[src/rtl/fifo_wr_arbiter.sv]
// fifo_wr_arbiter: round-robin burst arbiter in front of one FIFO
// write port.
//
// Ports:
//   i_clk, i_rst_n     clock, async active-low reset
//   i_req              per-requester word-valid / request
//   i_req_data         requester k word at [k*WIDTH +: WIDTH]
//   o_gnt              registered one-hot grant (0 when idle)
//   o_ack              per-requester word-accepted strobe
//   i_fifo_full        FIFO full flag
//   o_fifo_wr_en       FIFO write enable
//   o_fifo_wr_data     FIFO write data
//   o_busy             high while a grant is held
//   o_stall_cnt        saturating count of full-blocked cycles
module fifo_wr_arbiter #(
  parameter int NUM_REQ   = 4,
  parameter int WIDTH     = 8,
  parameter int MAX_BURST = 4,
  parameter int STALL_W   = 16
) (
  input  logic                     i_clk,
  input  logic                     i_rst_n,
  input  logic [NUM_REQ-1:0]       i_req,
  input  logic [NUM_REQ*WIDTH-1:0] i_req_data,
  output logic [NUM_REQ-1:0]       o_gnt,
  output logic [NUM_REQ-1:0]       o_ack,
  input  logic                     i_fifo_full,
  output logic                     o_fifo_wr_en,
  output logic [WIDTH-1:0]         o_fifo_wr_data,
  output logic                     o_busy,
  output logic [STALL_W-1:0]       o_stall_cnt
);

  localparam int IDX_W = (NUM_REQ > 1) ? $clog2(NUM_REQ) : 1;
  localparam int CNT_W = $clog2(MAX_BURST + 1);

  localparam logic [0:0] ST_IDLE  = 1'b0;
  localparam logic [0:0] ST_GRANT = 1'b1;

  localparam logic [IDX_W-1:0] LAST_RST =
    IDX_W'(NUM_REQ - 1);

  logic [0:0]         state_q, state_d;
  logic [NUM_REQ-1:0] gnt_q, gnt_d;
  logic [IDX_W-1:0]   gidx_q, gidx_d;
  logic [IDX_W-1:0]   last_q, last_d;
  logic [CNT_W-1:0]   cnt_q, cnt_d;
  logic [STALL_W-1:0] stall_q, stall_d;

  logic [IDX_W-1:0]   base;
  logic [IDX_W-1:0]   pick_idx;
  logic               pick_vld;
  logic [NUM_REQ-1:0] pick_oh;
  logic [WIDTH-1:0]   data_sel;
  logic [CNT_W-1:0]   cnt_inc;
  logic               cur_req;
  logic               rel;

  // While granted, the holder is the "last served" for the
  // re-pick on release, so it searches from the holder.
  always_comb begin
    int j;
    j        = 0;
    base     = (state_q == ST_GRANT) ? gidx_q : last_q;
    pick_vld = 1'b0;
    pick_idx = '0;
    for (int i = 1; i <= NUM_REQ; i++) begin
      j = int'(base) + i;
      if (j >= NUM_REQ) j = j - NUM_REQ;
      if (!pick_vld && i_req[IDX_W'(j)]) begin
        pick_vld = 1'b1;
        pick_idx = IDX_W'(j);
      end
    end
    pick_oh = '0;
    pick_oh[pick_idx] = pick_vld;
  end

  // AND-OR mux keyed on the one-hot grant gives 0 when idle.
  always_comb begin
    data_sel = '0;
    for (int k = 0; k < NUM_REQ; k++) begin
      if (gnt_q[k]) data_sel = i_req_data[k*WIDTH +: WIDTH];
    end
  end

  assign o_ack = gnt_q & i_req & ~{NUM_REQ{i_fifo_full}};
  assign o_fifo_wr_en   = |o_ack;
  assign o_fifo_wr_data = data_sel;
  assign o_gnt          = gnt_q;
  assign o_busy         = (state_q == ST_GRANT);
  assign o_stall_cnt    = stall_q;

  always_comb begin
    state_d = state_q;
    gnt_d   = gnt_q;
    gidx_d  = gidx_q;
    last_d  = last_q;
    cnt_d   = cnt_q;
    stall_d = stall_q;
    cnt_inc = cnt_q + CNT_W'(1);
    cur_req = i_req[gidx_q];
    rel     = 1'b0;
    unique case (1'b1)
      (state_q == ST_IDLE): begin
        if (pick_vld) begin
          state_d = ST_GRANT;
          gnt_d   = pick_oh;
          gidx_d  = pick_idx;
          cnt_d   = '0;
        end
      end
      (state_q == ST_GRANT): begin
        if (!cur_req) begin
          rel = 1'b1;
        end else if (i_fifo_full) begin
          if (stall_q != '1) begin
            stall_d = stall_q + STALL_W'(1);
          end
        end else if (cnt_inc == CNT_W'(MAX_BURST)) begin
          rel = 1'b1;
        end else begin
          cnt_d = cnt_inc;
        end
        // Re-pick in the same cycle so back-to-back
        // grants have no idle bubble.
        if (rel) begin
          last_d = gidx_q;
          cnt_d  = '0;
          if (pick_vld) begin
            gnt_d  = pick_oh;
            gidx_d = pick_idx;
          end else begin
            state_d = ST_IDLE;
            gnt_d   = '0;
          end
        end
      end
      default: begin
        state_d = ST_IDLE;
        gnt_d   = '0;
      end
    endcase
  end

  always_ff @(posedge i_clk or negedge i_rst_n) begin
    if (!i_rst_n) begin
      state_q <= ST_IDLE;
      gnt_q   <= '0;
      gidx_q  <= '0;
      last_q  <= LAST_RST;
      cnt_q   <= '0;
      stall_q <= '0;
    end else begin
      state_q <= state_d;
      gnt_q   <= gnt_d;
      gidx_q  <= gidx_d;
      last_q  <= last_d;
      cnt_q   <= cnt_d;
      stall_q <= stall_d;
    end
  end

endmodule

[config.mk]
export PLATFORM = sky130hd
export DESIGN_NAME = fifo_wr_arbiter
export DESIGN_NICKNAME = d
export VERILOG_FILES = /design/src/rtl/fifo_wr_arbiter.sv
export SDC_FILE = /design/constraint.sdc
export NUM_CORES = 1
export LEC_CHECK = 0
export BUFFER_PORTS_ARGS = -buffer_cell sky130_fd_sc_hd__buf_2
export CAP_MARGIN = 20
export CORE_MARGIN = 5
export CORE_UTILIZATION = 52
export DETAILED_ROUTE_END_ITERATION = 8
export PLACE_DENSITY_LB_ADDON = 0.15
export SLEW_MARGIN = 20
export SYNTH_ARGS = -nofsm -noshare
export SYNTH_HDL_FRONTEND = slang
export SYNTH_SLANG_ARGS = --single-unit
[constraint.sdc]
create_clock -name i_clk -period 3.1 [get_ports i_clk]
set_input_delay 0.62 -clock i_clk [delete_from_list [all_inputs] [get_ports i_clk]]
set_output_delay 0.62 -clock i_clk [all_outputs]
set_load 0.02 [all_outputs]
==> results.yml <==
placed_design:
  io_buffers: 72
  hpwl_mm: 3.22
  dpl.cell_count: 305
  place_congestion: 0.780
  placed_area_um2: 2130
critical_path:
  r2r-end: "o_stall_cnt[1]"
  setup.worst_path.end: "o_fifo_wr_data[4]"
  worstPathArrival_ps: 1950
  worst-r2r-cell-count: 4
  crit_fanout: 13
  critPathKind: "flop to output port"
  cp_data_required_time_ps: 2480
  r2r-start: "gidx_q[0]"
  cpMaxStageDelayCell: "dfrtp_1"
  rrSetupSlack_ps: 1160
  cp.depth: 6
  start_kind: "flop"
  cp_top_family: "flip-flops"
  worst-path-buf-inv: 1
  path_cells: "nor2b_1 > a22oi_1 > nor2_1 > a21oi_1 > o21ai_0 > buf_2"
  crit_start: "o_gnt[1]"
  cp-end-kind: "output port"
  cp_slowest_stage_delay_ps: 540
clock_tree:
  clock_latency_ps: 320
  cts-root-buf: "clkbuf_4"
  cts_setup_buffers: 0
  cts_sinks: 28
  htreeDepth: 1
  hold_buffers: 0
  cts_tree: "built"
  cts_resized: 0
  cts_buffers: 3
  clkTransAtPathRegs_ps: 150
  cts.path.max_buffers: 2
power:
  ir_worst_vdd_mv: 0.494
  leakage_uw: 0.00107
  powerDensity_nw_per_um2: 758
finish:
  insertedDiodeCount: 0
  layout.cells.non_filler: 309
  final_common_cell: "buf_2"
  final_net_count: 306
  fillers: 305
  drive_gt1_frac: 0.331
  final_cell_mix: "buf_2, nand2_1, dfrtp_1, o21ai_0, nor2_1"
  final_cell_area_um2: 2180
  area_growth_pct: 24.4
logic_synthesis:
  synth.top_cell.area_share: 0.371
  synth_fp_nets: 238
  synthTopCellsByArea: "dfrtp_1, nand2_1, xnor2_1"
  synth_area_per_cell_um2: 8.95
  synth_largest_area_cell: "dfrtp_1"
  synth-edff-count: 0
  synthArstFlopShare: 1.00
  ys_types: 41
  ys_seq_area_frac: 0.401
  ys_ff_latch: 28
  syn_inst: 196
  ys_warn_count: 0
  synth_top_flop_cell: "dfrtp_1"
  syn_area_um2: 1750
floorplan:
  placeableCoreArea_um2: 3310
  num_rows: 21
  pin_count: 73
  dieArea_um2: 4630
  die_w_um: 68.1
  start_util: 0.530
  die_h_um: 68.1
timing:
  worst_pin_slew_ps: 597
  slew_headroom: 0.602
  slew_viol_final: 0
  max_freq_mhz: 390
  min_period_ps: 2570
  setup_tns_ps: 0
  clock_skew_ps: 6.71
  hold_violations: 0
  setup_viol: 0
  worst_hold_slack_ps: 275
  rsz0062_at_grt: "no"
  fin_crit_sh: 0.828
outcome:
  outcome: "finished clean"
route:
  drtIter0Drc: 98
  antenna_left: 0
  drc: 0
  firstDrtPassIters: 4
  detail_route.wl_per_cell_um: 13.0
  vias_per_cell: 5.32
  routed_wl_mm: 4.01
  vias: 1644
min_path:
  hold_path_class: "input port to async pin"
flow_run:
  maxCapViolations: 0
global_routing:
  overflow: 0
  grt_use_total: 0.173
  antenna_found_initial: 0
  grt_first_pass_wirelength_mm: 6.23
  grt_start_max_net_pins: 29
  grt_pass1_vias: 1436
cells in the mapped netlist, types with 3 or more instances:
master / count
clkbuf_1: 6
and3_1: 7
nand4_1: 3
dfrtp_1: 26
nand2_1: 28
nor3_1: 3
and4_1: 4
nand3_1: 7
a21oi_1: 11
inv_1: 4
nor2b_1: 3
or3_1: 3
mux2i_1: 4
ha_1: 3
nand2b_1: 3
nor2_1: 15
xnor2_1: 12
a22oi_1: 7
o21ai_0: 19
mux2_2: 4
worst register-to-register path, stage by stage, from the launching register on:
cell,delay [ps]
dfrtp_1,490
mux2i_1,210
o32a_4,430
a21oi_2,330
mux2_2,380
per-layer routing:
layer  vias up  part of all wire  track usage
met5         -                 0            0
met4         0            0.0032       0.0298
met3         2             0.074       0.0443
met2        43              0.49        0.316
met1       763              0.44        0.206
li1        836                 -            -
report_power, final:
part / internal [µW] / switching (µW) / total [µW]
logic: 335 / 462 / 797
registers: 473 / 152 / 625
clock network: 131 / 102 / 233
total: 938 / 716 / 1650
state kept, by name (all words and copies together), names as in the netlist:
| signal | count |
|---|---|
| o_busy | 1 |
| last_q | 2 |
| cnt_q | 3 |
| o_gnt | 4 |
| o_stall_cnt | 16 |
| gidx_q | 2 |
final cells by class:
| class | instances | area [µm²] | share of cell area |
|---|---|---|---|
| Multi-Input combinational cell | 155 | 993 | 0.455 |
| Sequential cell | 28 | 703 | 0.322 |
| Timing Repair Buffer | 72 | 360 | 0.165 |
| Tap cell | 46 | 57.6 | 0.0264 |
| Clock inverter | 1 | 30.0 | 0.0138 |
| Clock buffer | 3 | 22.5 | 0.0103 |
| Inverter | 4 | 15.0 | 0.00688 |
stage by stage:
step                       util  total power [µW]  worst slack (ps)
after CTS                 0.659              1680               504
after detailed placement  0.643              1440               767
after floorplan               -              1210               904
final                     0.659              1650               533
after global routing      0.659              1790               336
after global placement    0.643              1420               816
how the worst min path moves through the flow:
stage	from	to	slack [ps]
after floorplan	i_rst_n	cnt_q[0]	320
after global placement	cnt_q[2]	cnt_q[2]	460
after detailed placement	cnt_q[2]	cnt_q[2]	470
after CTS	i_rst_n	o_stall_cnt[15]	290
after global routing	i_rst_n	o_stall_cnt[15]	300
final	i_rst_n	o_stall_cnt[15]	270
logic make-up (layout without fill, tap and decap cells):
family / Yosys count / count (layout) / synth area share
fa+ha+maj: 3 / 3 / 0.0214
buf+inv: 13 / 80 / 0.0328
flops: 28 / 28 / 0.401
simple gates: 83 / 83 / 0.247
xor+xnor: 13 / 13 / 0.0649
compound gates: 48 / 48 / 0.185
mux: 8 / 8 / 0.0485
Note: power is estimated with default switching activity, not from simulation.
